**src/rtl/mem_burst_pkg.sv**
```systemverilog
// mem_burst_pkg: shared widths, FSM states and the address-derived test pattern
package mem_burst_pkg;
    localparam int DATA_W = 64;
    localparam int ADDR_W = 24;
    localparam int LEN_W  = 10;

    typedef enum logic [2:0] {INIT_WAIT, IDLE, WR, RD, NEXT} state_e;

    function automatic logic [DATA_W-1:0] pat64(input logic [ADDR_W-1:0] a);
        return {8'h00, ~a, 8'h00, a};
    endfunction
endpackage

```
**src/rtl/mem_burst_checker.sv**
```systemverilog
// mem_burst_checker: read-back compare with sticky error, saturating error count and per-burst bad flag
module mem_burst_checker
    import mem_burst_pkg::*;
(
    input  logic              clk_i,
    input  logic              rst_ni,
    input  logic              valid_i,
    input  logic [DATA_W-1:0] data_i,
    input  logic [DATA_W-1:0] expected_i,
    input  logic              clr_i,
    output logic              error_o,
    output logic [15:0]       error_cnt_o,
    output logic              burst_bad_o
);
    logic        error_q, burst_bad_q, miss;
    logic [15:0] error_cnt_q, error_cnt_d;

    assign miss        = valid_i && (data_i != expected_i);
    assign error_cnt_d = error_cnt_q + {15'd0, error_cnt_q != 16'hFFFF};

    always_ff @(posedge clk_i or negedge rst_ni) begin
        if (!rst_ni) begin
            error_q     <= 1'b0;
            error_cnt_q <= '0;
            burst_bad_q <= 1'b0;
        end else begin
            if (miss) begin
                error_q     <= 1'b1;
                error_cnt_q <= error_cnt_d;
            end
            burst_bad_q <= clr_i ? 1'b0 : (burst_bad_q | miss);
        end
    end

    assign error_o     = error_q;
    assign error_cnt_o = error_cnt_q;
    assign burst_bad_o = burst_bad_q;
endmodule

```
**src/rtl/mem_burst_tester.sv**
```systemverilog
// mem_burst_tester: write/read-verify sweep initiator for the DDR2 burst adapter.
// Optional MEM_BURST_TESTER_ERR_INJECT_EN adds err_inject to flip bit 0 of one write word.
module mem_burst_tester
    import mem_burst_pkg::*;
#(
    parameter int                BURST_LEN = 128,
    parameter logic [ADDR_W-1:0] ADDR_MAX  = 24'hFF_FFFF,
    parameter logic [ADDR_W-1:0] ADDR_BASE = 24'h00_0000
) (
    input  logic              mem_clk,
    input  logic              rst_n,
    input  logic              local_initial_done,
    input  logic              test_en,
`ifdef MEM_BURST_TESTER_ERR_INJECT_EN
    input  logic              err_inject,
`endif
    output logic              rd_burst_req,
    output logic              wr_burst_req,
    output logic [LEN_W-1:0]  rd_burst_len,
    output logic [LEN_W-1:0]  wr_burst_len,
    output logic [ADDR_W-1:0] rd_burst_addr,
    output logic [ADDR_W-1:0] wr_burst_addr,
    input  logic              wr_burst_data_req,
    output logic [DATA_W-1:0] wr_burst_data,
    input  logic              rd_burst_data_valid,
    input  logic [DATA_W-1:0] rd_burst_data,
    input  logic              burst_finish,
    output logic              error,
    output logic [15:0]       error_cnt,
    output logic [15:0]       pass_cnt,
    output logic              busy
);
    localparam logic [LEN_W-1:0]  LEN      = LEN_W'(BURST_LEN);
    localparam logic [ADDR_W:0]   STEP_LIM = {1'b0, ADDR_MAX} - (ADDR_W+1)'(BURST_LEN) + 1'b1;

    state_e            state_q;
    logic [ADDR_W-1:0] cur_addr_q;
    logic [LEN_W-1:0]  wr_idx_q, rd_idx_q;
    logic              wr_req_q, rd_req_q, busy_q;
    logic [DATA_W-1:0] wr_data_q, wr_word_d;
    logic [15:0]       pass_cnt_q;
    logic [ADDR_W:0]   addr_nxt;
    logic              wr_beat, rd_beat, burst_bad;

    // Step computed in 25 bits so ranges ending near 24'hFFFFFF cannot overflow
    assign addr_nxt = {1'b0, cur_addr_q} + (ADDR_W+1)'(BURST_LEN);
    assign wr_beat  = local_initial_done && state_q == WR && wr_burst_data_req && wr_idx_q < LEN;
    assign rd_beat  = local_initial_done && state_q == RD && rd_burst_data_valid && rd_idx_q < LEN;

`ifdef MEM_BURST_TESTER_ERR_INJECT_EN
    logic inj_q;
    assign wr_word_d = pat64(cur_addr_q + ADDR_W'(wr_idx_q)) ^ {{(DATA_W-1){1'b0}}, inj_q};
    always_ff @(posedge mem_clk or negedge rst_n) begin
        if (!rst_n) inj_q <= 1'b0;
        else        inj_q <= (inj_q && wr_beat) ? 1'b0 : (inj_q || err_inject);
    end
`else
    assign wr_word_d = pat64(cur_addr_q + ADDR_W'(wr_idx_q));
`endif

    always_ff @(posedge mem_clk or negedge rst_n) begin
        if (!rst_n) begin
            state_q    <= INIT_WAIT;
            cur_addr_q <= ADDR_BASE;
            wr_idx_q   <= '0;
            rd_idx_q   <= '0;
            wr_req_q   <= 1'b0;
            rd_req_q   <= 1'b0;
            busy_q     <= 1'b0;
            wr_data_q  <= '0;
            pass_cnt_q <= '0;
        end else if (!local_initial_done) begin
            // Adapter aborts silently: drop the partial burst, keep address and counters
            state_q  <= INIT_WAIT;
            wr_req_q <= 1'b0;
            rd_req_q <= 1'b0;
            busy_q   <= 1'b1;
            wr_idx_q <= '0;
            rd_idx_q <= '0;
        end else begin
            case (state_q)
                INIT_WAIT: begin
                    state_q <= IDLE;
                    busy_q  <= 1'b0;
                end
                IDLE: if (test_en) begin
                    state_q   <= WR;
                    wr_req_q  <= 1'b1;
                    busy_q    <= 1'b1;
                    wr_data_q <= pat64(cur_addr_q);
                end
                WR: begin
                    if (wr_beat) begin
                        wr_data_q <= wr_word_d;
                        wr_idx_q  <= wr_idx_q + 1'b1;
                    end
                    if (burst_finish) begin
                        wr_req_q <= 1'b0;
                        rd_req_q <= 1'b1;
                        state_q  <= RD;
                    end
                end
                RD: begin
                    if (rd_beat) rd_idx_q <= rd_idx_q + 1'b1;
                    if (burst_finish) begin
                        rd_req_q <= 1'b0;
                        state_q  <= NEXT;
                    end
                end
                NEXT: begin
                    if (!burst_bad) pass_cnt_q <= pass_cnt_q + 16'd1;
                    wr_idx_q   <= '0;
                    rd_idx_q   <= '0;
                    cur_addr_q <= addr_nxt > STEP_LIM ? ADDR_BASE : addr_nxt[ADDR_W-1:0];
                    state_q    <= IDLE;
                    busy_q     <= 1'b0;
                end
                default: state_q <= INIT_WAIT;
            endcase
        end
    end

    mem_burst_checker u_chk (
        .clk_i       (mem_clk),
        .rst_ni      (rst_n),
        .valid_i     (rd_beat),
        .data_i      (rd_burst_data),
        .expected_i  (pat64(cur_addr_q + ADDR_W'(rd_idx_q))),
        .clr_i       (state_q == NEXT || !local_initial_done),
        .error_o     (error),
        .error_cnt_o (error_cnt),
        .burst_bad_o (burst_bad)
    );

    assign rd_burst_req  = rd_req_q;
    assign wr_burst_req  = wr_req_q;
    assign rd_burst_len  = LEN;
    assign wr_burst_len  = LEN;
    assign rd_burst_addr = cur_addr_q;
    assign wr_burst_addr = cur_addr_q;
    assign wr_burst_data = wr_data_q;
    assign pass_cnt      = pass_cnt_q;
    assign busy          = busy_q;
endmodule

```
**config.mk**
```make
export PLATFORM = sky130hd
export DESIGN_NAME = mem_burst_tester
export DESIGN_NICKNAME = d
export VERILOG_FILES = /design/src/rtl/mem_burst_pkg.sv /design/src/rtl/mem_burst_checker.sv /design/src/rtl/mem_burst_tester.sv
export SDC_FILE = /design/constraint.sdc
export NUM_CORES = 1
export LEC_CHECK = 0
export ABC_AREA = 1
export BUFFER_PORTS_ARGS = -buffer_cell sky130_fd_sc_hd__buf_2
export CORE_ASPECT_RATIO = 1.25
export CORE_MARGIN = 2
export CORE_UTILIZATION = 50
export CTS_BUF_LIST = sky130_fd_sc_hd__clkbuf_8
export CTS_CLUSTER_DIAMETER = 60
export DETAILED_ROUTE_END_ITERATION = 6
export PLACE_DENSITY_LB_ADDON = 0.15
export SYNTH_ARGS = -nofsm -noshare
export SYNTH_HDL_FRONTEND = slang
export SYNTH_HIERARCHICAL = 1
export SYNTH_SLANG_ARGS = --single-unit
```
**constraint.sdc**
```tcl
create_clock -name mem_clk -period 5.4 [get_ports mem_clk]
set_clock_uncertainty 0.15 [all_clocks]
set_input_delay 0.27 -clock mem_clk [delete_from_list [all_inputs] [get_ports mem_clk]]
set_output_delay 0.27 -clock mem_clk [all_outputs]
set_load 0.05 [all_outputs]
```
Word-level counts from Yosys, hierarchy flattened

Index checks and enable logic that the tools add are counted.

Word-level logic and storage cells: 91
Bits in registers: 148
Input port bits: 71
Output and inout bits: 168

Magnitude comparators: 3
Equality and inequality tests: 18
Muxes and demuxes: 25
$add $sub $neg: 7
Bitwise logic cells: 5
Reductions and logical operators: 21

Operator list:

| cell                                                             | count |
|---|---|
| 2-to-1 mux 64 bit                                                | 2 |
| case mux 64 bit (2 select lines)                                 | 1 |
| inverter 24 bit                                                  | 3 |
| != test 64 x 56 -> 1 bit                                         | 1 |
| adder 24 x 10 -> 24 bit                                          | 2 |
| 2-to-1 mux 10 bit                                                | 4 |
| case mux 10 bit (2 select lines)                                 | 2 |
| adder 24 x 8 -> 25 bit (second input constant)                   | 1 |
| greater-than comparator 25 x 24 -> 1 bit (second input constant) | 1 |
| 2-to-1 mux 24 bit                                                | 1 |
| adder 10 x 1 -> 10 bit (second input constant)                   | 2 |
| < comparator 10 x 8 -> 1 bit (second input constant)             | 2 |
| adder 16 x 1 -> 16 bit                                           | 1 |
| adder 16 x 1 -> 16 bit (second input constant)                   | 1 |
| != test 16 bit (second input constant)                           | 1 |
| 2-to-1 mux 3 bit                                                 | 4 |
| != test 3 x 1 -> 1 bit (second input constant)                   | 4 |
| != test 3 bit (second input constant)                            | 4 |
| case mux 3 bit (4 select lines)                                  | 1 |
| AND reduction 3 bit                                              | 4 |
| AND reduction 2 bit                                              | 4 |
| logical AND 1 bit                                                | 7 |
| 2-to-1 mux 1 bit                                                 | 7 |
| equality test 3 x 2 -> 1 bit (second input constant)             | 2 |
| other kinds (13)                                                 | 17 |

Logic depth before layout (Yosys ltp)

Gate-level depths: netlist of the first run.

Word-level depth: 7
Depth in mapped cells: 24
Depth with buffers taken out: 23

By module

Netlist of the first run, hierarchy kept.

Modules (own cells, without submodules):

| module            | area each (um^2) | instances | seq. area each (um^2) | cells each |
|---|---|---|---|---|
| mem_burst_tester  | 6787.8           | 1         | 2677.6                | 888 |
| mem_burst_checker | 2353.5           | 1         | 450.4                 | 456 |

Worst setup path before layout of the first run

No wires, ideal clock.

Path kind: reg2reg
Start: register cur_addr_q[8], in the netlist rd_burst_addr[8]
End: register u_chk.error_cnt_q[7], in the netlist u_chk/error_cnt_o[7]
Slack: 2.160 ns
Period minus slack after synthesis: 3.240 ns
Data required time: 5.130 ns
Arrival time: 2.970 ns
Library setup time: 0.120 ns
Stages on the path, launching flop included: 19
Path buffers: 1
Path through: dfrtp_1 ha_1 a21o_1 a21oi_1 nor2_1 nand3_1 xor2_1 inv_1 nor2_1 nor2_1 nor2_1 nand2_1 nor2_1 nand2_1 nor2_2 nand2_4 buf_2 nand3_1 nand2_1

Word-level cells in the longest chain between the ends: 4

Ends and longest elaborated chain:

| item                         | RTL line                | text |
|---|---|---|
| start: declaration           | mem_burst_tester.sv:37  | `logic [ADDR_W-1:0] cur_addr_q;` |
| start signal: assignment     | mem_burst_tester.sv:114 | `cur_addr_q <= addr_nxt > STEP_LIM ? ADDR_BASE : addr_nxt[ADDR_W-1:0];` |
| adder 24 x 10 -> 24 bit (*)  | mem_burst_tester.sv:128 | `.expected_i (pat64(cur_addr_q + ADDR_W'(rd_idx_q))),` |
| inverter 24 bit              | mem_burst_pkg.sv:10     | `return {8'h00, ~a, 8'h00, a};` |
| != test 64 x 56 -> 1 bit (*) | mem_burst_checker.sv:18 | `assign miss = valid_i && (data_i != expected_i);` |
| logical AND 1 bit (*)        | mem_burst_checker.sv:18 |  |
| end signal: assignment       | mem_burst_checker.sv:29 | `error_cnt_q <= error_cnt_d;` |
| end: declaration             | mem_burst_checker.sv:16 | `logic [15:0] error_cnt_q, error_cnt_d;` |

Mark *: on every way between the ends. The rest lies on a longest branch, timed or not.
A chain may end at the register's enable or synchronous reset.

Worst setup path after layout of the first run

Start: register cur_addr_q[8], in the netlist rd_burst_addr[8]
End: register u_chk.burst_bad_q, in the netlist u_chk/burst_bad_o

Word-level cells in the longest chain between the ends: 6

Ends and longest elaborated chain:

| item                         | RTL line                | text |
|---|---|---|
| adder 24 x 10 -> 24 bit (*)  | mem_burst_tester.sv:128 |  |
| inverter 24 bit              | mem_burst_pkg.sv:10     |  |
| != test 64 x 56 -> 1 bit (*) | mem_burst_checker.sv:18 |  |
| logical AND 1 bit (*)        | mem_burst_checker.sv:18 |  |
| bitwise OR 1 bit (*)         | mem_burst_checker.sv:31 | `burst_bad_q <= clr_i ? 1'b0 : (burst_bad_q \| miss);` |
| 2-to-1 mux 1 bit (*)         | mem_burst_checker.sv:31 |  |
| end signal: assignment       | mem_burst_checker.sv:31 |  |
| end: declaration             | mem_burst_checker.sv:15 | `logic error_q, burst_bad_q, miss;` |

Marked as above.

==> metrics.log, run 1 <==
[metrics] sink count of the clock tree: between 100 and 150
[metrics] register bit count reported by yosys: 125
[metrics] mean instance size in the synthesized netlist: 6.80 sq um
[metrics] post-route fraction of the period consumed by the critical path: a little over 60%
[metrics] CTS clk-pin slew, worst paths: 70 ps
[metrics] width of the die: 125 um
[metrics] most common cell after layout, fill and taps aside: sky130_fd_sc_hd__nand2_1
[metrics] highest cell delay on the worst timing path: approximately 480 ps
[metrics] largest net degree at the start of global routing: between 70 and 80
[metrics] CTS tree: yes
[metrics] critical hold path startpoint: local_initial_done
[metrics] Most used DFF post-synth: sky130_fd_sc_hd__dfrtp_1
[metrics] clock root cell: sky130_fd_sc_hd__clkbuf_8
[metrics] Initial Util: approximately 51%
[metrics] capturing instance or port of the critical path: u_chk/burst_bad_o$_DFF_PN0_
[metrics] Worst-Skew Late Latency: 450 ps
[metrics] setup repair after global routing missed its margin: false
[metrics] post-synthesis share of cell area spent on and, or, nand and nor gates: between 30% and 40%
[metrics] Critical R2R Launch: rd_burst_addr[8]$_DFFE_PN0P_
[metrics] post-CTS repair timing setup buffer count: 0
[metrics] first-pass GRT wire length: roughly 37 mm
[metrics] Leak: 6.21 nW
[metrics] FFs w/ async S/R, synth: 100%
[metrics] kind of path behind the tightest hold check: primary input to flop
[metrics] post-synthesis xor/xnor area fraction: about 5.4%
[metrics] EDFF count, synth: 0
[metrics] share of post-route cells with drive strength above 1: 18.6%
[metrics] multiplexer share of the synthesized area: 0%
[metrics] DR vias: 8,475
[metrics] internal reg-to-reg setup slack: 2040 ps
[metrics] cell breakdown of the critical path: ha_1 -> a21o_1 -> a21oi_1 -> nor2_1 -> nand3_1 -> xor2_1 -> inv_1 -> nor2_1 -> nor2_1 -> nor2_1 -> nand2_1 -> nor2_1 -> nand2_1 -> nor2_2 -> nand2_4 -> nand2_8 -> a21oi_1
[metrics] number of port buffers: between 150 and 200
[metrics] startpoint type of the worst setup path: flop
[metrics] initial detailed-routing violation count: around 400
[metrics] placed wire-length estimate: around 18 mm
[metrics] DRT antenna net count: 0
[metrics] final hold viol count: 0
[metrics] All-Layer GR Usage: a little under a quarter
[metrics] Adder-Cell Fraction of Synth Area: 2.19%
[metrics] average wire per cell in the routed design: ~13 um
[metrics] net count reported at finish: approximately 1,600
[metrics] status: finished clean
[metrics] count of mapped cells out of synthesis: around 1,300
[metrics] slew margin rel.: between 40% and 50%
[metrics] slew at the pin closest to its max-slew limit: 882 ps
[metrics] commonest cells after routing, fill and taps aside: 417 x sky130_fd_sc_hd__nand2_1, 208 x sky130_fd_sc_hd__inv_1, 187 x sky130_fd_sc_hd__buf_2, 148 x sky130_fd_sc_hd__nor2_1, 125 x sky130_fd_sc_hd__dfrtp_1
[metrics] sequential fraction of the synthesis area: 34.2%
[metrics] Vias/cell: approximately 4.8
[metrics] Layout area overhead: 14.1%
[metrics] number of distinct library cells after synthesis: just under 50
[metrics] number of max-slew violations in the final report: 0
[metrics] critical path startpoint: rd_burst_addr[8]$_DFFE_PN0P_
[metrics] count of boundary I/O pins: 239
[metrics] die outline area: between 15,000 and 20,000 sq um
[metrics] buffer depth of the longest clock path: 2
[metrics] total inserted antenna cells: 0
[metrics] post-synthesis cell area: roughly 9000 sq um
[metrics] most frequent cell on the critical path: sky130_fd_sc_hd__nor2_1
[metrics] dominant combinational cell family by area after synthesis: simple AND/OR/NAND/NOR gates
[metrics] slowest cell on the critical path: sky130_fd_sc_hd__dfrtp_1
[metrics] remaining global-route overflow: 0
[metrics] max frequency: about 300 MHz
[metrics] complex-gate fraction of the synthesized area: under 10%
[metrics] Post-Route WL: approximately 23 mm
[metrics] antenna violations before repair: 1
[metrics] via count of the first global-routing pass: between 7,000 and 8,000
[metrics] number of maximum-capacitance violations: 0
[metrics] final critical delay including setup and external delays: between 3000 and 4000 ps
[metrics] number of levels the H-tree was split into: 4
[metrics] worst-case reg-to-reg path depth: 17
[metrics] maximum fanout count along the critical path: 19
[metrics] post-route total power: between 3 and 4 mW
[metrics] number of buffers created by CTS: 17
[metrics] sort of element at the end of the critical path: flop
[metrics] drc violations: 0
[metrics] total of endpoints with negative setup slack in the final report: 0
[metrics] number of core rows: 55
[metrics] data arrival time of the worst path: about 3500 ps
[metrics] r2r endpoint: u_chk/burst_bad_o$_DFF_PN0_
[metrics] setup tns final: 0 ps
[metrics] die extent in y: 155 um
[metrics] P per Cell Area: 336 nW/um^2
[metrics] warnings from Yosys: 6
[metrics] area of the placeable core: 18,000 sq um
[metrics] final estimated routing congestion in global placement: 0.927
[metrics] Required @ worst endpoint: between 5000 and 6000 ps
[metrics] kind of critical path: flop to flop
[metrics] number of optimization iterations in the first detailed-route pass: 7
[metrics] maximum vdd ir drop: roughly 0.00028 V
==> cells in the mapped netlist (3+ instances only) <==
cell,count,area (sq um)
sky130_fd_sc_hd__nand2_4,7,78.8
sky130_fd_sc_hd__nand3_1,91,455
sky130_fd_sc_hd__a21oi_1,15,75.1
sky130_fd_sc_hd__buf_2,12,60.1
sky130_fd_sc_hd__nand3b_1,3,22.5
sky130_fd_sc_hd__xnor2_1,14,123
sky130_fd_sc_hd__nand2_1,417,1570
sky130_fd_sc_hd__o21a_1,11,82.6
sky130_fd_sc_hd__o21ai_1,5,25.0
sky130_fd_sc_hd__nor2_2,10,62.6
sky130_fd_sc_hd__nand4_1,18,113
sky130_fd_sc_hd__buf_4,70,526
sky130_fd_sc_hd__nand2_2,15,93.8
sky130_fd_sc_hd__nand3_2,12,120
sky130_fd_sc_hd__or2_2,4,25.0
sky130_fd_sc_hd__nor2_1,148,556
sky130_fd_sc_hd__nor2_4,6,67.6
sky130_fd_sc_hd__o21ai_0,40,200
sky130_fd_sc_hd__dfrtp_1,125,3130
sky130_fd_sc_hd__inv_1,207,777
sky130_fd_sc_hd__xor2_1,41,359
sky130_fd_sc_hd__clkbuf_1,7,26.3
sky130_fd_sc_hd__inv_2,3,11.3
sky130_fd_sc_hd__nor4_1,3,18.8
sky130_fd_sc_hd__ha_1,16,200
sky130_fd_sc_hd__nor3_1,12,60.1
==> registers in the layout (all words and copies together), names as in the netlist, 3 cells and up <==
| register | flops |
|---|---|
| rd_burst_addr | 17 |
| wr_burst_data | 48 |
| pass_cnt | 16 |
| wr_idx_q | 10 |
| state_q | 3 |
| rd_idx_q | 10 |
| u_chk/error_cnt_o | 16 |
==> timing repair <==
item                       in CTS  in global routing
resized for setup               0                  0
setup endpoints to repair       0                  0
hold endpoints to repair       57                  0
hold buffers                    2                  0
==> cell type report <==
cell class	instances	area, sq um
sequential	125	3130
timing repair buffer	194	993
multi-input combinational	990	4840
clock buffer	19	262
tap	228	285
inverter	213	802
clock inverter	10	118
fill	1862	7600
==> report_power, final <==
part           internal, mW  total, mW  switching, mW  leakage [nW]
combinational         0.337       1.48           1.14          4.40
clock                 0.427      0.802          0.375         0.188
sequential             1.10       1.23          0.123          1.62
total                  1.87       3.50           1.64          6.21
==> critical path, delay by kind of cell (launching register included) <==
family,cells,cell delay (ps)
buffers and inverters,1,80
AND/OR/NAND/NOR,11,1310
XOR/XNOR,1,230
adder cells (fa/ha/maj),1,380
AO/OA/AOI/OAI,3,580
flip-flops,1,480
==> per-stage QoR <==
step	instances	utilization, %	hold WS, ps	cell area (sq um)	setup slack (ps)
detailed placement	1748	55.6	229	10000	2050
global route	1779	57.9	41.6	10400	1540
CTS	1779	57.9	4.39	10400	2040
floorplan	1422	-	-176	9430	2160
global placement	1748	55.6	223	10000	2150
finish	1779	57.9	39.9	10400	2040
==> cell families after synthesis <==
| kind of cell | count (synthesis) |
|---|---|
| AO/OA/AOI/OAI | 81 |
| XOR/XNOR | 56 |
| adder cells (fa/ha/maj) | 16 |
| buffers and inverters | 307 |
| flip-flops | 125 |
| other | 2 |
| AND/OR/NAND/NOR | 757 |
==> how the worst min path moves through the flow <==
stage,end,cells past startpoint
2_1_floorplan,busy$_DFFE_PN0P_,0
4_1_cts,state_q[1]$_DFFE_PN0P_,3
5_1_grt,state_q[1]$_DFFE_PN0P_,3
3_3_place_gp,pass_cnt[12]$_DFFE_PN0P_,1
6_report,state_q[1]$_DFFE_PN0P_,3
3_5_place_dp,wr_burst_data[32]$_DFFE_PN0P_,1
==> layer usage <==
metal	vias to the layer above	global-route usage (%)	wire, um	part of all wire, %
li1	4360	-	-	-
met1	3856	27.4	9080	40
met2	215	43.2	11900	52
met3	42	5.33	1310	5.7
met4	2	8.94	627	2.7
met5	-	0	13	0.057
No activity file was read; power rests on OpenSTA's default activity.
==> inputs of run 2 (changes only) <==
--- a/config.mk
+++ b/config.mk
@@ -5,11 +5,11 @@
 export SDC_FILE = /design/constraint.sdc
 export NUM_CORES = 1
 export LEC_CHECK = 0
-export ABC_AREA = 1
+export ABC_AREA = 0
 export BUFFER_PORTS_ARGS = -buffer_cell sky130_fd_sc_hd__buf_2
 export CORE_ASPECT_RATIO = 1.25
 export CORE_MARGIN = 2
-export CORE_UTILIZATION = 50
+export CORE_UTILIZATION = 49
 export CTS_BUF_LIST = sky130_fd_sc_hd__clkbuf_8
 export CTS_CLUSTER_DIAMETER = 60
 export DETAILED_ROUTE_END_ITERATION = 6
==> constraint.sdc (replaced) <==
create_clock -name mem_clk -period 2.8 [get_ports mem_clk]
set_clock_uncertainty 0.15 [all_clocks]
set_input_delay 0.14 -clock mem_clk [delete_from_list [all_inputs] [get_ports mem_clk]]
set_output_delay 0.14 -clock mem_clk [all_outputs]
set_load 0.05 [all_outputs]
==> run 2 against run 1 <==
The run now ends with negative setup slack left; flip-flop and latch count is the same; critical path depth shrank 2; register-to-register slack lost 2600 ps; cell count shrank 25%; clock-buffer cell count shrank 2; critical path type unchanged; largest cell class unchanged; largest power group is now registers.
==> metrics.log, run 2 <==
[metrics] final estimated routing congestion in global placement: 0.898 (was 0.927)
[metrics] largest net degree at the start of global routing: 55 (was 71)
[metrics] clock root cell: sky130_fd_sc_hd__clkbuf_8 (unchanged)
[metrics] remaining global-route overflow: 0 (unchanged)
[metrics] count of buffer and inverter cells on the critical path: 3 (was 1)
[metrics] number of max-slew violations in the final report: 0 (unchanged)
[metrics] Required @ worst endpoint: 2970 ps (was 5570 ps)
[metrics] maximum fanout count along the critical path: 3 (was 19)
[metrics] count of boundary I/O pins: 239 (unchanged)
[metrics] warnings from Yosys: 6 (unchanged)
[metrics] kind of path behind the tightest hold check: primary input to asynchronous set/reset pin (was primary input to flop)
[metrics] mean instance size in the synthesized netlist: 9.15 sq um (was 6.80 sq um)
[metrics] complex-gate fraction of the synthesized area: 8.34% (was 5.11%)
[metrics] register area: 3140 sq um (was 3130 sq um)
[metrics] max frequency: 294 MHz (was 298 MHz)
[metrics] number of port buffers: 188 (unchanged)
[metrics] kind of critical path: flop to flop (unchanged)
[metrics] count of mapped cells out of synthesis: 858 (was 1,344)
[metrics] die outline area: 17,100 sq um (was 19,400 sq um)
[metrics] worst-case reg-to-reg path depth: 15 (was 17)
[metrics] average wire per cell in the routed design: 15.4 um (was 12.9 um)
[metrics] EDFF count, synth: 0 (unchanged)
[metrics] register bit count reported by yosys: 125 (unchanged)
[metrics] Adder-Cell Fraction of Synth Area: 2.55% (was 2.19%)
[metrics] placed wire-length estimate: 15.7 mm (was 17.8 mm)
[metrics] count of filler cells inserted in the layout: 1,398 (was 1,862)
[metrics] net count reported at finish: 1,199 (was 1,628)
[metrics] proportion of netlist area held by the largest area contributor: 39.9% (was 34.2%)
[metrics] Vias/cell: 5.07 (was 4.76)
[metrics] total of endpoints with negative setup slack in the final report: 18 (was 0)
[metrics] Leak: 4.77 nW (was 6.21 nW)
[metrics] number of core rows: 51 (was 55)
[metrics] sequential fraction of the synthesis area: 39.9% (was 34.2%)
[metrics] final hold viol count: 0 (unchanged)
[metrics] post-route fraction of the period consumed by the critical path: 121% (was 62.2%)
[metrics] Critical R2R Launch: rd_burst_addr[8]$_DFFE_PN0P_ (unchanged)
[metrics] internal reg-to-reg setup slack: -600 ps (was 2040 ps)
[metrics] max reg flops: 48 (unchanged)
[metrics] dominant combinational cell family by area after synthesis: simple AND/OR/NAND/NOR gates (unchanged)
[metrics] Layout area overhead: 26.1% (was 14.1%)
[metrics] initial detailed-routing violation count: 427 (was 407)
[metrics] antenna violations before repair: 0 (was 1)
[metrics] total non-filler cell area in the finished layout: 9890 sq um (was 10,400 sq um)
[metrics] slew margin rel.: 55.7% (was 41.2%)
[metrics] setup repair after global routing missed its margin: true (was false)
[metrics] Most used DFF post-synth: sky130_fd_sc_hd__dfrtp_1 (unchanged)
[metrics] P per Cell Area: 462 nW/um^2 (was 336 nW/um^2)
[metrics] data arrival time of the worst path: 3570 ps (was 3530 ps)
[metrics] Initial Util: 50.2% (was 50.7%)
[metrics] sort of element at the end of the critical path: flop (unchanged)
[metrics] number of optimization iterations in the first detailed-route pass: 5 (was 7)
[metrics] area post-placement: 9320 sq um (was 10,000 sq um)
[metrics] slowest cell on the critical path: sky130_fd_sc_hd__dfrtp_4 (was sky130_fd_sc_hd__dfrtp_1)
[metrics] highest cell delay on the worst timing path: 490 ps (was 480 ps)
[metrics] sink count of the clock tree: 125 (unchanged)
[metrics] share of the core filled with cells in the final layout: 63.3% (was 57.9%)
[metrics] final critical delay including setup and external delays: 3400 ps (was 3360 ps)
[metrics] area of the placeable core: 15,600 sq um (was 18,000 sq um)
[metrics] maximum vdd ir drop: 0.000440 V (was 0.000283 V)
[metrics] post-synthesis cell type with the largest combined area: sky130_fd_sc_hd__dfrtp_1 (unchanged)
[metrics] DR vias: 6,782 (was 8,475)
[metrics] number of levels the H-tree was split into: 4 (unchanged)
[metrics] minimum setup slack in the final design: -598 ps (was 2040 ps)
[metrics] Synth area leaders: sky130_fd_sc_hd__dfrtp_1 40%, sky130_fd_sc_hd__xnor2_1 14%, sky130_fd_sc_hd__buf_4 6.8%, sky130_fd_sc_hd__nand2_1 4.4%, sky130_fd_sc_hd__nand4_1 2.6% (was sky130_fd_sc_hd__dfrtp_1 34%, sky130_fd_sc_hd__nand2_1 17%, sky130_fd_sc_hd__inv_1 8.5%, sky130_fd_sc_hd__nor2_1 6.1%, sky130_fd_sc_hd__buf_4 5.7%)
[metrics] buffer depth of the longest clock path: 2 (unchanged)
[metrics] drc violations: 0 (unchanged)
[metrics] total inserted antenna cells: 0 (unchanged)
[metrics] width of the die: 117 um (was 125 um)
[metrics] All-Layer GR Usage: 23.9% (was 23.8%)
[metrics] share of post-route cells with drive strength above 1: 31.5% (was 18.6%)
[metrics] number of buffers created by CTS: 17 (unchanged)
[metrics] die extent in y: 145 um (was 155 um)
[metrics] multi-input logic area: 4330 sq um (was 4840 sq um)
[metrics] post-synthesis share of cell area spent on and, or, nand and nor gates: 21.7% (was 37.0%)
[metrics] via count of the first global-routing pass: 6,387 (was 7,770)
[metrics] cell breakdown of the critical path: ha_4 -> a21oi_2 -> inv_1 -> a21oi_2 -> nand2b_4 -> or4_4 -> xnor2_2 -> buf_4 -> xnor2_2 -> nand4_1 -> nor4_2 -> nand4_2 -> buf_6 -> nand2_4 -> mux2_4 (was ha_1 -> a21o_1 -> a21oi_1 -> nor2_1 -> nand3_1 -> xor2_1 -> inv_1 -> nor2_1 -> nor2_1 -> nor2_1 -> nand2_1 -> nor2_1 -> nand2_1 -> nor2_2 -> nand2_4 -> nand2_8 -> a21oi_1)
[metrics] CTS clk-pin slew, worst paths: 80 ps (was 70 ps)
[metrics] Post-Route WL: 20.6 mm (was 22.9 mm)
[metrics] commonest cells after routing, fill and taps aside: 187 x sky130_fd_sc_hd__buf_2, 120 x sky130_fd_sc_hd__dfrtp_1, 118 x sky130_fd_sc_hd__xnor2_1, 92 x sky130_fd_sc_hd__nand2_1, 83 x sky130_fd_sc_hd__buf_4 (was 417 x sky130_fd_sc_hd__nand2_1, 208 x sky130_fd_sc_hd__inv_1, 187 x sky130_fd_sc_hd__buf_2, 148 x sky130_fd_sc_hd__nor2_1, 125 x sky130_fd_sc_hd__dfrtp_1)
[metrics] Worst-Skew Late Latency: 440 ps (was 450 ps)
[metrics] cell depth of the worst setup path: 15 (was 17)
[metrics] FFs w/ async S/R, synth: 100% (unchanged)
[metrics] post-synthesis cell area: 7850 sq um (was 9140 sq um)
[metrics] status: complete, but fails checks (was finished clean)
[metrics] multiplexer share of the synthesized area: 0.973% (was 0%)
[metrics] most common cell after layout, fill and taps aside: sky130_fd_sc_hd__buf_2 (was sky130_fd_sc_hd__nand2_1)
[metrics] most numerous cell types in the synthesized netlist: 126 x sky130_fd_sc_hd__xnor2_1, 125 x sky130_fd_sc_hd__dfrtp_1, 92 x sky130_fd_sc_hd__nand2_1, 71 x sky130_fd_sc_hd__buf_4, 51 x sky130_fd_sc_hd__nor2_1 (was 417 x sky130_fd_sc_hd__nand2_1, 207 x sky130_fd_sc_hd__inv_1, 148 x sky130_fd_sc_hd__nor2_1, 125 x sky130_fd_sc_hd__dfrtp_1, 91 x sky130_fd_sc_hd__nand3_1)
[metrics] number of maximum-capacitance violations: 0 (unchanged)
[metrics] post-synthesis xor/xnor area fraction: 16.3% (was 5.45%)
[metrics] number of distinct library cells after synthesis: 58 (was 49)
[metrics] startpoint type of the worst setup path: flop (unchanged)
[metrics] most frequent cell after synthesis: sky130_fd_sc_hd__xnor2_1 (was sky130_fd_sc_hd__nand2_1)
[metrics] r2r endpoint: u_chk/error_cnt_o[1]$_DFFE_PN0P_ (was u_chk/burst_bad_o$_DFF_PN0_)
[metrics] Top delay family on crit path: simple AND/OR/NAND/NOR gates (unchanged)
[metrics] slew at the pin closest to its max-slew limit: 656 ps (was 882 ps)
[metrics] DRT antenna net count: 0 (unchanged)
[metrics] first-pass GRT wire length: 32.2 mm (was 37.2 mm)
[metrics] failing checks: negative setup slack
[metrics] CTS tree: yes (unchanged)
run 2: changes by cell type in the layout (fill, tap and decap cells not counted), moves of 12 or more:
cell	change
sky130_fd_sc_hd__nor2_1	-99
sky130_fd_sc_hd__nand2_2	-15
sky130_fd_sc_hd__xor2_1	-21
sky130_fd_sc_hd__o21ai_0	-15
sky130_fd_sc_hd__nand4_1	+15
sky130_fd_sc_hd__xnor2_1	+104
sky130_fd_sc_hd__inv_1	-180
sky130_fd_sc_hd__conb_1	-12
sky130_fd_sc_hd__nand2_1	-325
sky130_fd_sc_hd__and3_1	+25
sky130_fd_sc_hd__nand3_1	-56
sky130_fd_sc_hd__buf_4	+78
run 2: layer usage:
layer | vias to the layer above | track usage (%) | routed length, um
met5 | - | 0 | 0
met4 | 0 | 6.41 | 279
met3 | 18 | 4.50 | 1360
met2 | 253 | 38.5 | 10000
met1 | 3224 | 32.8 | 8990
li1 | 3287 | - | -
run 2: worst max path at each step:
stage	start	end	slack (ps)
final	rd_burst_addr[8]$_DFFE_PN0P_	u_chk/error_cnt_o[1]$_DFFE_PN0P_	-600
after detailed placement	rd_burst_addr[8]$_DFFE_PN0P_	u_chk/error_cnt_o[13]$_DFFE_PN0P_	-570
after CTS	rd_burst_addr[8]$_DFFE_PN0P_	u_chk/error_cnt_o[1]$_DFFE_PN0P_	-560
after global placement	rd_burst_addr[8]$_DFFE_PN0P_	u_chk/error_cnt_o[4]$_DFFE_PN0P_	-490
after global routing	rd_burst_addr[8]$_DFFE_PN0P_	u_chk/error_cnt_o[1]$_DFFE_PN0P_	-710
after floorplan	rd_burst_addr[8]$_DFFE_PN0P_	u_chk/error_cnt_o[0]$_DFFE_PN0P_	-570
run 2: worst register-to-register path: cells and delay by family (launching register included):
family | cells | cell delay [ps]
adders and majority gates | 1 | 280
buffers and inverters | 3 | 370
and+or+nand+nor | 6 | 1270
muxes | 1 | 300
xor gates and xnor gates | 2 | 300
AOI/OAI and AO/OA | 2 | 110
DFF | 1 | 490
run 2: what timing repair did:
action,CTS,global route
gates cloned,0,1
setup buffers,2,2
pin swaps,2,11
hold buffers,5,0
gates resized for setup,3,15
setup endpoints to repair,18,18
hold endpoints to repair,48,0
run 2: layout make-up:
cell class,instances,share of cell area [%]
Clock buffer,17,2.37
Clock inverter,15,1.16
Inverter,28,1.06
Multi-Input combinational cell,660,43.8
Sequential cell,125,31.7
Tap cell,212,2.68
Timing Repair Buffer,280,17.2
run 2: power breakdown:
group          switching (mW)  total, mW  internal [mW]
logic                   0.848       1.16          0.308
clock network           0.797       1.42          0.624
registers              0.0813       1.99           1.91
total                    1.73       4.57           2.84
run 2: cells by family (layout without fill, tap and decap cells):
family / count (synthesis) / after routing
buffers and inverters: 139 / 340
XOR/XNOR: 146 / 146
other: 2 / 68
multiplexers: 7 / 7
adder cells (fa/ha/maj): 16 / 16
AO/OA/AOI/OAI: 103 / 103
AND/OR/NAND/NOR: 320 / 320
flip-flops: 125 / 125
run 2: stage by stage:
step	setup TNS (ps)	worst slack (ps)	cells	hold slack (ps)	power [mW]
global placement	-8120	-491	1295	21.2	3.17
detailed placement	-9540	-568	1295	21.8	3.18
finish	-9640	-598	1337	81.0	4.57
global route	-11970	-713	1337	130	4.77
CTS	-9170	-562	1334	93.3	4.61
floorplan	-7960	-565	924	-306	2.89
==> inputs of run 3 (changes only) <==
--- a/config.mk
+++ b/config.mk
@@ -6,13 +6,14 @@
 export NUM_CORES = 1
 export LEC_CHECK = 0
 export ABC_AREA = 0
-export BUFFER_PORTS_ARGS = -buffer_cell sky130_fd_sc_hd__buf_2
+export BUFFER_PORTS_ARGS = -buffer_cell sky130_fd_sc_hd__clkbuf_2
 export CORE_ASPECT_RATIO = 1.25
 export CORE_MARGIN = 2
-export CORE_UTILIZATION = 49
+export CORE_UTILIZATION = 50
 export CTS_BUF_LIST = sky130_fd_sc_hd__clkbuf_8
 export CTS_CLUSTER_DIAMETER = 60
 export DETAILED_ROUTE_END_ITERATION = 6
+export GPL_TIMING_DRIVEN = 0
 export PLACE_DENSITY_LB_ADDON = 0.15
 export SYNTH_ARGS = -nofsm -noshare
 export SYNTH_HDL_FRONTEND = slang
==> constraint.sdc (replaced) <==
create_clock -name mem_clk -period 3.5 [get_ports mem_clk]
set_clock_uncertainty 0.15 [all_clocks]
set_input_delay 0.175 -clock mem_clk [delete_from_list [all_inputs] [get_ports mem_clk]]
set_output_delay 0.175 -clock mem_clk [all_outputs]
set_load 0.05 [all_outputs]
==> run 3 against run 2 <==
The flow now finishes without violations; die area is 1.9% lower; utilization is 1.2 points higher; critical path depth is 2 lower; clock-buffer cell count is 3 higher; sequential power is 20% lower; register-to-register slack better by 630 ps; sequential share of layout area is 0.24 points lower; wire length is 0.13% lower.
==> metrics.log, run 3 (synthesis results as in run 2) <==
[metrics] die extent in y: 144 um (was 145 um)
[metrics] area post-placement: 9370 sq um (was 9320 sq um)
[metrics] commonest cells after routing, fill and taps aside: 187 x sky130_fd_sc_hd__clkbuf_2, 123 x sky130_fd_sc_hd__dfrtp_1, 121 x sky130_fd_sc_hd__xnor2_1, 91 x sky130_fd_sc_hd__nand2_1, 79 x sky130_fd_sc_hd__buf_4 (was 187 x sky130_fd_sc_hd__buf_2, 120 x sky130_fd_sc_hd__dfrtp_1, 118 x sky130_fd_sc_hd__xnor2_1, 92 x sky130_fd_sc_hd__nand2_1, 83 x sky130_fd_sc_hd__buf_4)
[metrics] Post-Route WL: 20.6 mm (about the same)
[metrics] kind of critical path: flop to flop (unchanged)
[metrics] CTS tree: yes (unchanged)
[metrics] first-pass GRT wire length: 31.8 mm (was 32.2 mm)
[metrics] Post-Place Cells: 1,325 (was 1,295)
[metrics] number of port buffers: 188 (unchanged)
[metrics] largest net degree at the start of global routing: 70 (was 55)
[metrics] final hold viol count: 0 (unchanged)
[metrics] Layout area overhead: 26.8% (was 26.1%)
[metrics] minimum setup slack in the final design: 34.3 ps (was -598 ps)
[metrics] initial detailed-routing violation count: 470 (was 427)
[metrics] DR vias: 6,809 (was 6,782)
[metrics] GR Util met3: 5.20% (was 4.50%)
[metrics] total of endpoints with negative setup slack in the final report: 0 (was 18)
[metrics] highest-utilization routing layer at the global route stage: met2 (unchanged)
[metrics] number of maximum-capacitance violations: 0 (unchanged)
[metrics] sort of element at the end of the critical path: flop (unchanged)
[metrics] most common cell after layout, fill and taps aside: sky130_fd_sc_hd__clkbuf_2 (was sky130_fd_sc_hd__buf_2)
[metrics] P per Cell Area: 372 nW/um^2 (was 462 nW/um^2)
[metrics] area of the placeable core: 15,400 sq um (was 15,600 sq um)
[metrics] slew at the pin closest to its max-slew limit: 623 ps (was 656 ps)
[metrics] Leak: 4.87 nW (was 4.77 nW)
[metrics] total inserted antenna cells: 0 (unchanged)
[metrics] All-Layer GR Usage: 24.6% (was 23.9%)
[metrics] placed wire-length estimate: 15.6 mm (was 15.7 mm)
[metrics] setup repair after global routing missed its margin: true (unchanged)
[metrics] Initial Util: 50.8% (was 50.2%)
[metrics] data arrival time of the worst path: 3650 ps (was 3570 ps)
[metrics] CTS clk-pin slew, worst paths: 70 ps (was 80 ps)
[metrics] max frequency: 289 MHz (was 294 MHz)
[metrics] via count of the first global-routing pass: 6,392 (was 6,387)
[metrics] remaining global-route overflow: 0 (unchanged)
[metrics] maximum fanout count along the critical path: 10 (was 3)
[metrics] kind of path behind the tightest hold check: primary input to asynchronous set/reset pin (unchanged)
[metrics] status: finished clean (was complete, but fails checks)
[metrics] width of the die: 116 um (was 117 um)
[metrics] maximum vdd ir drop: 0.000358 V (was 0.000440 V)
[metrics] post-route fraction of the period consumed by the critical path: 99.0% (was 121%)
[metrics] average wire per cell in the routed design: 15.1 um (was 15.4 um)
[metrics] Setup WS pre-CTS: -550 ps (was -568 ps)
[metrics] startpoint type of the worst setup path: flop (unchanged)
[metrics] total non-filler cell area in the finished layout: 9950 sq um (was 9890 sq um)
[metrics] final estimated routing congestion in global placement: 0.900 (was 0.898)
[metrics] clock root cell: sky130_fd_sc_hd__clkbuf_8 (unchanged)
[metrics] Vias/cell: 4.99 (was 5.07)
[metrics] final critical delay including setup and external delays: 3470 ps (was 3400 ps)
[metrics] antenna violations before repair: 0 (unchanged)
[metrics] share of post-route cells with drive strength above 1: 29.8% (was 31.5%)
[metrics] max reg flops: 48 (unchanged)
[metrics] buffer depth of the longest clock path: 2 (unchanged)
[metrics] slew margin rel.: 57.9% (was 55.7%)
[metrics] count of filler cells inserted in the layout: 1,422 (was 1,398)
[metrics] number of buffers created by CTS: 17 (unchanged)
[metrics] die outline area: 16,700 sq um (was 17,100 sq um)
[metrics] number of optimization iterations in the first detailed-route pass: 5 (unchanged)
[metrics] number of max-slew violations in the final report: 0 (unchanged)
[metrics] drc violations: 0 (unchanged)
[metrics] Finished Layout Cells: 1,365 (was 1,337)
[metrics] DRT antenna net count: 0 (unchanged)
[metrics] net count reported at finish: 1,230 (was 1,199)
[metrics] met2 Resource Use GR: 41.2% (was 38.5%)
[metrics] met1 usage in global routing: 32.3% (was 32.8%)
[metrics] Required @ worst endpoint: 3680 ps (was 2970 ps)
[metrics] number of levels the H-tree was split into: 4 (unchanged)
[metrics] count of boundary I/O pins: 239 (unchanged)
[metrics] sink count of the clock tree: 125 (unchanged)
[metrics] Worst-Skew Late Latency: 450 ps (was 440 ps)
[metrics] number of core rows: 51 (unchanged)
[metrics] setup tns final: 0 ps (was -9640 ps)
-- run 3: cell types whose count changed in the layout (fill, tap and decap cells not counted), moves of 4 or more --
cell,before,now
sky130_fd_sc_hd__clkbuf_1,0,29
sky130_fd_sc_hd__buf_4,83,79
sky130_fd_sc_hd__clkbuf_2,0,187
sky130_fd_sc_hd__buf_2,187,5
sky130_fd_sc_hd__nand3_2,4,8
sky130_fd_sc_hd__nand3_4,4,0
sky130_fd_sc_hd__clkbuf_8,17,21
-- run 3: area by class of cell --
type,instances,area (sq um),area share [%]
repair buffers,203,1100,11.0
well taps,212,265,2.66
clock buffers,20,275,2.77
inverters,28,105,1.06
plain buffers,108,689,6.93
flip-flops and latches,125,3130,31.5
clock inverters,9,73.8,0.742
multi-input cells,660,4310,43.3
-- run 3: layer usage --
metal  up-vias  share of wire [%]
met2       231                 48
met4         0                1.2
li1       3338                  -
met5         -                  0
met3        24                6.1
met1      3216                 44
-- run 3: repair_timing --
| action | 4_1_cts | 5_1_grt |
|---|---|---|
| gates resized for setup | 18 | 4 |
| setup buffers | 8 | 1 |
| pin swaps | 15 | 9 |
| cloned | 0 | 0 |
| endpoints found under the setup margin | 18 | 18 |
| hold buffers | 5 | 0 |
| hold endpoints to repair | 128 | 0 |
-- run 3: report_power, final --
group          internal, mW  total (mW)  leakage, nW  switching [mW]
combinational         0.271       0.954         3.12           0.683
sequential             1.53        1.59         1.55          0.0638
clock                 0.595        1.15        0.188           0.559
total                  2.40        3.70         4.87            1.31
-- run 3: critical path, stage by stage, from the launching register on --
cell and delay, ps:
sky130_fd_sc_hd__dfrtp_1 440, sky130_fd_sc_hd__buf_4 250, sky130_fd_sc_hd__nand2_1 160, sky130_fd_sc_hd__nor2_1 140, sky130_fd_sc_hd__and3_1 230, sky130_fd_sc_hd__nand2b_1 160, sky130_fd_sc_hd__nor2_1 220, sky130_fd_sc_hd__xor2_1 240
sky130_fd_sc_hd__xnor2_1 160, sky130_fd_sc_hd__nand4_1 160, sky130_fd_sc_hd__nor4_4 390, sky130_fd_sc_hd__nand4_4 220, sky130_fd_sc_hd__nand2_4 130, sky130_fd_sc_hd__mux2_4 300
-- run 3: path summary, 6_finish.rpt --
| check | startpoint | end | slack [ps] | depth (start not counted) |
|---|---|---|---|---|
| worst max-delay path | rd_burst_addr[13]$_DFFE_PN0P_ | u_chk/error_cnt_o[0]$_DFFE_PN0P_ | 30 | 13 |
| worst min-delay path | rst_n | pass_cnt[14]$_DFFE_PN0P_ | 80 | 2 |
| worst max register to register | rd_burst_addr[13]$_DFFE_PN0P_ | u_chk/error_cnt_o[0]$_DFFE_PN0P_ | 30 | 13 |
| worst min register to register | pass_cnt[15]$_DFFE_PN0P_ | pass_cnt[15]$_DFFE_PN0P_ | 330 | 1 |
| max in group asynchronous | rst_n | rd_burst_addr[8]$_DFFE_PN0P_ | 2390 | 3 |
| min in group mem_clk | local_initial_done | busy$_DFFE_PN0P_ | 90 | 3 |
-- run 3: through the flow --
stage	utilization (%)	hold slack (ps)	power [mW]
after floorplan	-	-271	2.31
after global placement	60.5	311	2.54
after detailed placement	60.7	26.3	2.55
after CTS	64.4	49.4	3.74
after global routing	64.5	119	3.87
final	64.5	79.6	3.70
